<file path="src/rtl/fft4_frame_loader_if.sv">
// Sample-stream and frame-output signals of the FFT4 frame loader.
// Optional s_last is present only when LOADER_TLAST_EN is defined.
interface fft4_frame_loader_if;
  logic [31:0] s_data;
  logic        s_valid;
  logic        s_ready;
`ifdef LOADER_TLAST_EN
  logic        s_last;
`endif
  logic [31:0] m_vin0;
  logic [31:0] m_vin1;
  logic [31:0] m_vin2;
  logic [31:0] m_vin3;
  logic        m_valid;
  logic        m_ready;

  // slave: the loader itself; master: the surrounding producer/consumer environment
  modport slave (
    input  s_data, s_valid, m_ready,
`ifdef LOADER_TLAST_EN
    input  s_last,
`endif
    output s_ready, m_vin0, m_vin1, m_vin2, m_vin3, m_valid
  );

  modport master (
    output s_data, s_valid, m_ready,
`ifdef LOADER_TLAST_EN
    output s_last,
`endif
    input  s_ready, m_vin0, m_vin1, m_vin2, m_vin3, m_valid
  );
endinterface

</file>
<file path="src/rtl/fft4_frame_loader.sv">
// Collects packed complex samples into 4-sample frames for the FFT4 stage and emits a
// latency-matched output strobe. Optional macro LOADER_TLAST_EN adds s_last/frame_err.
module fft4_frame_loader #(
  parameter int unsigned FFT_LATENCY = 5,
  parameter int unsigned CNT_W       = 16
) (
  input  logic                 clk,
  input  logic                 rst,
  fft4_frame_loader_if.slave   bus,
  output logic                 fft_valid,
  output logic [CNT_W-1:0]     frame_cnt
`ifdef LOADER_TLAST_EN
  ,
  output logic                 frame_err
`endif
);

  logic [31:0]            slot_q [4];
  logic [31:0]            slot_d [4];
  logic [31:0]            vin_q  [4];
  logic [31:0]            vin_d  [4];
  logic [1:0]             ptr_q, ptr_d;
  logic                   buf_full_q, buf_full_d;
  logic                   m_valid_q, m_valid_d;
  logic [FFT_LATENCY-1:0] dly_q, dly_d;
  logic [CNT_W-1:0]       cnt_q, cnt_d;
  logic                   xfer, s_acc, fire;
`ifdef LOADER_TLAST_EN
  logic                   err_q, err_d;
`endif

  // s_ready looks through to m_ready so a frame can leave and a new one start in one cycle
  assign xfer        = buf_full_q & (~m_valid_q | bus.m_ready);
  assign bus.s_ready = ~buf_full_q | xfer;
  assign s_acc       = bus.s_valid & bus.s_ready;
  assign fire        = m_valid_q & bus.m_ready;

  always_comb begin
    slot_d     = slot_q;
    ptr_d      = ptr_q;
    buf_full_d = buf_full_q & ~xfer;
`ifdef LOADER_TLAST_EN
    err_d      = err_q;
`endif
    if (s_acc) begin
      slot_d[ptr_q] = bus.s_data;
      ptr_d         = ptr_q + 2'd1;
      if (ptr_q == 2'd3) begin
        buf_full_d = 1'b1;
      end
`ifdef LOADER_TLAST_EN
      else if (bus.s_last) begin
        // Short burst: pad the rest of the frame with zeros and close it early
        for (int i = 0; i < 4; i++) begin
          if (i > int'(ptr_q)) slot_d[i] = '0;
        end
        ptr_d      = 2'd0;
        buf_full_d = 1'b1;
        err_d      = 1'b1;
      end
`endif
    end
  end

  always_comb begin
    vin_d     = vin_q;
    m_valid_d = m_valid_q;
    cnt_d     = cnt_q;
    if (xfer) begin
      vin_d     = slot_q;
      m_valid_d = 1'b1;
    end else if (bus.m_ready) begin
      m_valid_d = 1'b0;
    end
    if (fire) cnt_d = cnt_q + CNT_W'(1);
    dly_d[0] = fire;
    for (int i = 1; i < int'(FFT_LATENCY); i++) begin
      dly_d[i] = dly_q[i-1];
    end
  end

  always_ff @(posedge clk or posedge rst) begin
    if (rst) begin
      slot_q     <= '{default: '0};
      vin_q      <= '{default: '0};
      ptr_q      <= 2'd0;
      buf_full_q <= 1'b0;
      m_valid_q  <= 1'b0;
      dly_q      <= '0;
      cnt_q      <= '0;
    end else begin
      slot_q     <= slot_d;
      vin_q      <= vin_d;
      ptr_q      <= ptr_d;
      buf_full_q <= buf_full_d;
      m_valid_q  <= m_valid_d;
      dly_q      <= dly_d;
      cnt_q      <= cnt_d;
    end
  end

`ifdef LOADER_TLAST_EN
  always_ff @(posedge clk or posedge rst) begin
    if (rst) err_q <= 1'b0;
    else     err_q <= err_d;
  end

  assign frame_err = err_q;
`endif

  assign bus.m_vin0  = vin_q[0];
  assign bus.m_vin1  = vin_q[1];
  assign bus.m_vin2  = vin_q[2];
  assign bus.m_vin3  = vin_q[3];
  assign bus.m_valid = m_valid_q;
  assign fft_valid   = dly_q[FFT_LATENCY-1];
  assign frame_cnt   = cnt_q;

endmodule

</file>
<file path="src/flat_wrapper.sv">
// flat-port wrapper written by rule: the top's interface ports become plain ports
module fft4_frame_loader_flat 
#(
  parameter int unsigned FFT_LATENCY = 5,
  parameter int unsigned CNT_W       = 16
)
  (clk, rst, fft_valid, frame_cnt, bus_s_data, bus_s_valid, bus_m_ready, bus_s_ready, bus_m_vin0, bus_m_vin1, bus_m_vin2, bus_m_vin3, bus_m_valid);
  fft4_frame_loader_if bus_i ();
  input  logic clk;
  input  logic rst;
  output logic fft_valid;
  output logic [CNT_W-1:0] frame_cnt;
  input wire logic [$bits(bus_i.s_data)-1:0] bus_s_data;
  input wire logic [$bits(bus_i.s_valid)-1:0] bus_s_valid;
  input wire logic [$bits(bus_i.m_ready)-1:0] bus_m_ready;
  output wire logic [$bits(bus_i.s_ready)-1:0] bus_s_ready;
  output wire logic [$bits(bus_i.m_vin0)-1:0] bus_m_vin0;
  output wire logic [$bits(bus_i.m_vin1)-1:0] bus_m_vin1;
  output wire logic [$bits(bus_i.m_vin2)-1:0] bus_m_vin2;
  output wire logic [$bits(bus_i.m_vin3)-1:0] bus_m_vin3;
  output wire logic [$bits(bus_i.m_valid)-1:0] bus_m_valid;
  assign bus_i.s_data = bus_s_data;
  assign bus_i.s_valid = bus_s_valid;
  assign bus_i.m_ready = bus_m_ready;
  assign bus_s_ready = bus_i.s_ready;
  assign bus_m_vin0 = bus_i.m_vin0;
  assign bus_m_vin1 = bus_i.m_vin1;
  assign bus_m_vin2 = bus_i.m_vin2;
  assign bus_m_vin3 = bus_i.m_vin3;
  assign bus_m_valid = bus_i.m_valid;
  fft4_frame_loader #(.FFT_LATENCY(FFT_LATENCY), .CNT_W(CNT_W)) u_core (.clk(clk), .rst(rst), .bus(bus_i), .fft_valid(fft_valid), .frame_cnt(frame_cnt));
endmodule
</file>
<file path="config.mk">
export PLATFORM = sky130hd
export DESIGN_NAME = fft4_frame_loader_flat
export DESIGN_NICKNAME = d
export VERILOG_FILES = /design/src/rtl/fft4_frame_loader_if.sv /design/src/rtl/fft4_frame_loader.sv /design/src/flat_wrapper.sv
export SDC_FILE = /design/constraint.sdc
export NUM_CORES = 1
export LEC_CHECK = 0
export ABC_AREA = 1
export CAP_MARGIN = 10
export CORE_MARGIN = 2
export CORE_UTILIZATION = 50
export DETAILED_ROUTE_END_ITERATION = 6
export PLACE_DENSITY = 0.82
export SLEW_MARGIN = 30
export SYNTH_ARGS = -nofsm -noshare
export SYNTH_HDL_FRONTEND = slang
export SYNTH_SLANG_ARGS = --single-unit
</file>
<file path="constraint.sdc">
create_clock -name clk -period 10.63 [get_ports clk]
set_clock_uncertainty 0.1 [all_clocks]
set_input_delay 1.5945 -clock clk [delete_from_list [all_inputs] [get_ports clk]]
set_output_delay 1.5945 -clock clk [all_outputs]
set_load 0.02 [all_outputs]
</file>
Yosys cells after proc, flatten, opt, wreduce, memory -nomap -nowiden
Cells that the tools add are included.
{"block": "word_totals", "ff_bits": 281, "inputBits": 36, "out_inout_bits": 147}
{"block": "classes", "n_addsub": 2, "order_cmp": 2, "n_eq_ne": 1, "mux": 7, "bitwise_logic": 10, "n_reduce_logical": 2}
{"op": "$bwmux 128", "n": 1}
{"op": "$demux 32 s2", "n": 1}
{"op": "$mux 32", "n": 1}
{"op": "$add 16x1->16 const B", "n": 1}
{"op": "$and 1x1->1", "n": 4}
{"op": "$mux 1", "n": 4}
{"op": "$ge 3x3->1 const B", "n": 1}
{"op": "$lt 3x1->1 const B", "n": 1}
{"op": "$not 1->1", "n": 3}
{"op": "$not 2->3", "n": 1}
{"op": "$add 2x1->2 const B", "n": 1}
{"op": "$eq 2x2->1 const B", "n": 1}
{"op": "$or 1x1->1", "n": 2}
{"op": "$reduce_bool 2->1", "n": 1}
{"op": "$logic_and 1x1->1", "n": 1}

Logic depth before layout (Yosys ltp)
Gate-level depths: netlist (run 1).
{"block": "logic_depth", "ltp_word": 7, "depth_mapped": 9, "mapped_depth_nobuf": 8}

Least setup slack after synthesis (run 1)
OpenSTA, ideal clock, no wires.
{"block": "synth_timing", "path_type": "input port to output port", "from": "input bus_m_ready", "to": "output bus_s_ready", "arrival_time_ps": 1799, "t_required_ps": 8936, "slack_ps": 7137, "cell_stages": 2, "path_buffers": 0, "path_cell_list": "inv_1 -> nand3_2"}
{"block": "synth_via", "elab_chain_cells": 3}
{"element": "from (decl)", "line": "flat_wrapper.sv:15", "rtl": "input wire logic [$bits(bus_i.m_ready)-1:0] bus_m_ready;"}
{"element": "$or 1x1->1", "line": "fft4_frame_loader.sv:33", "rtl": "assign xfer = buf_full_q & (~m_valid_q | bus.m_ready);"}
{"element": "$and 1x1->1", "line": "fft4_frame_loader.sv:33"}
{"element": "$or 1x1->1", "line": "fft4_frame_loader.sv:34", "rtl": "assign bus.s_ready = ~buf_full_q | xfer;"}
{"element": "to (decl)", "line": "flat_wrapper.sv:16", "rtl": "output wire logic [$bits(bus_i.s_ready)-1:0] bus_s_ready;"}
Every way passes these cells.

Worst setup path after layout (run 1)
Ends and elaborated chain as after synthesis.

==> metrics, run 1 <==
vias in the first global route=between 6k and 7k; CTS Buffer Depth=3; flops & latches, synth=around 280; global-route wire length before repair=approximately 37000 um; fmax=around 220 MHz; Sw Ratio=0.323; R2R Path End=u_core.bus.m_vin0[31]; number of max-cap violations=0; Leakage Power=6.81 nW; crit path capture=bus_s_ready; CTS tree=done; io pins=183; fraction of registers with async set/reset=1.00; sequential-to-total area share from yosys stat=0.641; EDFF count, synth=0; cell depth of the worst setup path=4; Synth Warn #=0; Antenna diodes=0; Post-Syn Nets=about 900; Crit Reg-Reg Startpoint=u_core.bus.m_valid; top post-synthesis cells by count=281 x dfrtp_1, 165 x nand2_1, 127 x o21ai_0; most instantiated library cell after synthesis=dfrtp_1; die area=between 20000 and 25000 um2; GPL Wtd Cong=around 0.76; delay-heaviest family, CP=buffers and inverters; Synth Flop Type=dfrtp_1; outcome=complete, no violations; total gr overflow=0; row cnt=54; post-layout min period=about 4.5 ns; P_sw=between 0.001 and 0.0015 W; Final nets=1059; # setup viols final=0; post-route ant nets=0; Logic pwr share=0.363; mean area per synthesized cell=about 13 um2; critical path, cell by cell=clkdlybuf4s50_1 -> inv_1 -> nand3_2 -> clkdlybuf4s50_1; Req. time, crit path=8.94 ns; drt first pass iters=6; crit path launch type=input pin; unique cell type count in the Yosys netlist=26; CTS hold repair buffers=0; flop-to-flop setup slack=8.11 ns; area grow syn2layout=26.7%; Fin Setup TNS=0 ns; fin crit share=0.424; CP Launch Point=bus_m_ready; CTS clk-pin slew, worst paths=around 0.06 ns; Port Buffers=approximately 180; core area=~22000 um2; final wirelength=22600 um; crit path max-delay cell type=clkdlybuf4s50_1; worst-margin pin slew=0.798 ns; H-tree Lvls=1; critical-path maximum fanout=3; Peak VDD IR=0.247 mV; ranking of synthesized cells by area=dfrtp_1 64%, mux2_4 15%, o21ai_0 5.8%; Synth Cell Area=11000 um2; crit path buf inv count=3; worst skew pair latency=0.53 ns; Cell Pwr Density=between 300 and 400 nW/um2; Tot GR Track Use=0.195; cell internal pwr=around 0.003 W; Sequential Power Share=0.409; Cells after Synth=839; worst hold slack=between 0.2 and 0.25 ns; Die Height=between 150 and 200 um; initial DRC count=between 300 and 400; final slew viol count=0; die width=152 um; Starting Density=0.506; CP arrival=2.81 ns; postcts setup bufs=0; Worst path most repeated cell=clkdlybuf4s50_1; WS Path Type=input pin to output port; Num CTS Buffers=28; share of cells above drive strength 1=0.187; Slew HR=0.468; R2R depth=4; # DRC=0; initial antenna violation count=0; Yosys top cell by area=dfrtp_1; post-DR vias/cell=approximately 5.1; Vias=about 6.7k; worst min path class=flip-flop to flip-flop; Final Hold Fails=0; slowest stage delay, CP=just over 0.6 ns; Worst setup EP type=output port; clk sinks=about 280; Synth top area share=0.641; maximum number of pins on one net before global-route repair=approximately 150; Clock Tree Root=clkbuf_16; DR WL/cell=between 15 and 20 um; PostCTS Resize Cnt=0; HPWL Detailed=between 10000 and 15000 um; portion of total power attributed to the clock network=0.228; RSZ-0062 raised after global routing=no
==> per-layer routing <==
metal	GRT usage	routed length, um	share of wire
met5	0	0	0
met4	0.0530	532	0.024
met3	0.0385	1120	0.049
met2	0.315	10700	0.47
met1	0.273	10200	0.45
==> per-stage QoR <==
step	util	worst slack [ns]	cell area, um2	total power [W]	instances
after global placement	0.596	6.12	12900	0.00339	1268
after global routing	0.641	6.07	13900	0.00469	1319
after floorplan	-	1.18	11000	0.00280	839
after detailed placement	0.596	6.12	12900	0.00345	1268
after CTS	0.640	6.11	13900	0.00450	1319
final	0.641	6.12	13900	0.00445	1319
==> power groups by stage <==
stage | Clock [W] | Combinational (W) | Sequential (W)
after floorplan | 0 | 0.000784 | 0.00202
after global placement | 0 | 0.00158 | 0.00181
after detailed placement | 0 | 0.00163 | 0.00182
after CTS | 0.00104 | 0.00164 | 0.00182
after global routing | 0.00108 | 0.00174 | 0.00187
final | 0.00102 | 0.00162 | 0.00182
==> kinds of logic (layout without fill, tap and decap cells) <==
group	Yosys count	in the layout	synth area share
adders and majority gates	5	5	0.00570
AOI/OAI and AO/OA	131	131	0.0600
muxes	128	128	0.169
buffers and inverters	85	285	0.0435
xor gates and xnor gates	10	10	0.00799
and+or+nand+nor	199	199	0.0731
DFF	281	281	0.641
==> flip-flops by register name (all words and copies together), names as in the netlist, 2 cells and up <==
signal / flops
u_core.bus.m_vin0: 32
u_core.slot_q: 128
u_core.frame_cnt: 16
u_core.dly_q: 5
u_core.ptr_q: 2
u_core.bus.m_vin3: 32
u_core.bus.m_vin1: 32
u_core.bus.m_vin2: 32
==> cell type report <==
cell class,count,area (um2)
clock buffers,40,837
clock inverters,11,133
fillers,1584,7790
inverters,46,188
multi-input cells,473,3470
flip-flops and latches,281,7030
well taps,280,350
repair buffers,188,1880
==> worst min path at each step <==
stage,start,endpoint,slack [ns],cells after the start
6_report,u_core.dly_q[2],u_core.dly_q[3],0.24,0
5_1_grt,u_core.dly_q[2],u_core.dly_q[3],0.26,0
4_1_cts,u_core.dly_q[2],u_core.dly_q[3],0.24,0
3_5_place_dp,u_core.dly_q[2],u_core.dly_q[3],0.24,0
3_3_place_gp,u_core.dly_q[0],u_core.dly_q[1],0.23,0
2_1_floorplan,u_core.dly_q[0],u_core.dly_q[1],0.23,0
==> placed cells by master (no fill, tap or decap), drive strengths merged <==
master and instances:
dfrtp 281, clkdlybuf4s50 182, nand2 171, o21ai 130, mux2 128, inv 45
clkbuf 40, nor2 15, xor2 8, clkinv 8, buf 6, nand4 5
ha 5, nand3 5, bufinv 3, xnor2 2, nand3b 2, nor3 1
o21bai 1, clkinvlp 1
No activity file was read; power rests on OpenSTA's default activity.
==> run 2, diff against run 1 <==
- CORE_UTILIZATION: 50 -> 48
- clock period: 10.63 -> 3.7 ns (I/O delays scaled with it)
==> run 2 against run 1 <==
Net effect:
- non-clock buffer count rose by 20
- first-iteration DRC count is 29% lower
- sequential power rose to 2.9 times the previous value
- power rose to 2.8 times the previous value
- sequential share of layout area decreased by 0.34 points
- register-to-register slack got worse by 6.6 ns
- design area grew 0.67%
- global-route usage rose by 0.43 points
- wire length rose by 3.3%
- largest cell class unchanged
==> metrics, run 2 (synthesized netlist as in run 1, its figures left out) <==
critical-path maximum fanout=3; Area after DPL=around 13000 um2; final wirelength=approximately 23000 um; die area=roughly 24000 um2; postcts setup bufs=0; Die Height=roughly 160 um; R2R depth=4; R2R Path End=u_core.bus.m_vin3[31]; Req. time, crit path=slightly above 3 ns; io pins=about 180; Slew HR=0.511; Clock Tree Root=clkbuf_16; placed cells=approximately 1.3k; max reg flops=~130; hold path cells=0; GPL Wtd Cong=around 0.78; Starting Density=0.487; # DRC=0; initial DRC count=283; Crit Reg-Reg Startpoint=u_core.bus.m_valid; post-route ant nets=0; CTS clk-pin slew, worst paths=0.06 ns; CP Launch Point=bus_m_ready; Worst setup EP type=output port; crit path capture=bus_s_ready; share of cells above drive strength 1=0.197; maximum number of pins on one net before global-route repair=67; Vias=6882; Tot GR Track Use=0.199; outcome=complete, no violations; final std cells w/o fill=roughly 1.3k; Peak VDD IR=0.561 mV; drt first pass iters=5; number of max-cap violations=0; CTS Buffer Depth=3; worst-margin pin slew=0.732 ns; worst skew pair latency=0.54 ns; Leakage Power=6.86 nW; fmax=406 MHz; final slew viol count=0; Cell Pwr Density=slightly above 900 nW/um2; worst min path class=flip-flop to flip-flop; CTS tree=done; initial antenna violation count=0; fin crit share=0.666; Port Buffers=about 180; crit path launch type=input pin; vias in the first global route=~7.3k; post-layout min period=approximately 2.5 ns; HPWL Detailed=around 15000 um; Place WS=slightly below 1 ns; RSZ-0062 raised after global routing=no; total gr overflow=0; flop-to-flop setup slack=1.54 ns; area grow syn2layout=27.5%; core area=between 20000 and 25000 um2; global-route wire length before repair=38300 um; most frequent cells in the layout=281 x dfrtp_1, 182 x clkdlybuf4s50_1, 165 x nand2_1; slowest stage delay, CP=between 0.6 and 0.7 ns; PostCTS Resize Cnt=0; commonest non-fill, non-tap cell in the layout=dfrtp_1; # setup viols final=0; post-route cell area=between 10000 and 15000 um2; Final nets=~1.1k; crit path max-delay cell type=clkdlybuf4s50_1; WS Path Type=input pin to output port; clk sinks=~280; CP arrival=~1.8 ns; Worst path most repeated cell=clkdlybuf4s50_1; slack of the critical path=around 1.2 ns; Num CTS Buffers=29; Final Core Density=0.622; row cnt=55; DR WL/cell=between 15 and 20 um; post-DR vias/cell=~5.1; Largest Register=u_core.slot_q; Final Hold Fails=0; die width=155 um; H-tree Lvls=1; Hold Crit Start=u_core.dly_q[1]; worst hold slack=approximately 0.25 ns; critical path, cell by cell=clkdlybuf4s50_1 -> inv_1 -> nand3_2 -> clkdlybuf4s50_1; Antenna diodes=0; CTS hold repair buffers=0
==> run 2: changes by cell type in the layout (fill, tap and decap cells not counted), sizes merged <==
cell and change:
buf +20, bufinv -2, clkinvlp +1, clkbuf +2, clkinv -2
==> run 2: area by class of cell <==
type / instances / area [um2]
Clock inverter: 8 / 67.6
Inverter: 46 / 179
Clock buffer: 42 / 815
Tap cell: 285 / 357
Sequential cell: 281 / 7030
Timing Repair Buffer: 208 / 2070
Fill cell: 1683 / 8510
Multi-Input combinational cell: 473 / 3470
==> run 2: worst min-delay path by stage <==
stage                            endpoint  slack, ns
final                     u_core.dly_q[2]       0.25
after global routing      u_core.dly_q[3]       0.25
after CTS                 u_core.dly_q[3]       0.25
after detailed placement  u_core.dly_q[2]       0.23
after global placement    u_core.dly_q[2]       0.23
after floorplan           u_core.dly_q[1]       0.23
==> run 2: critical path: cells and delay by family <==
kind          cells  cell delay [ns]
buf+inv           3             1.17
simple gates      1             0.08
==> run 2: per-layer routing <==
layer | GRT usage | wire [um] | up-vias
met5 | 0 | 0 | -
met4 | 0.0612 | 666 | 0
met3 | 0.0290 | 847 | 41
met2 | 0.337 | 11300 | 154
met1 | 0.269 | 10500 | 3518
li1 | - | - | 3169
==> run 2: through the flow <==
stage          total power, W  TNS, ns
5_1_grt                0.0134        0
3_3_place_gp          0.00977        0
4_1_cts                0.0128        0
6_report               0.0127        0
3_5_place_dp          0.00998        0
2_1_floorplan         0.00806  -190.04
==> run 2: where the power goes <==
group	switching [W]	leakage (nW)	internal [W]
clock	0.00113	0.434	0.00158
sequential	0.000865	3.56	0.00440
combinational	0.00216	2.87	0.00252
total	0.00416	6.86	0.00850
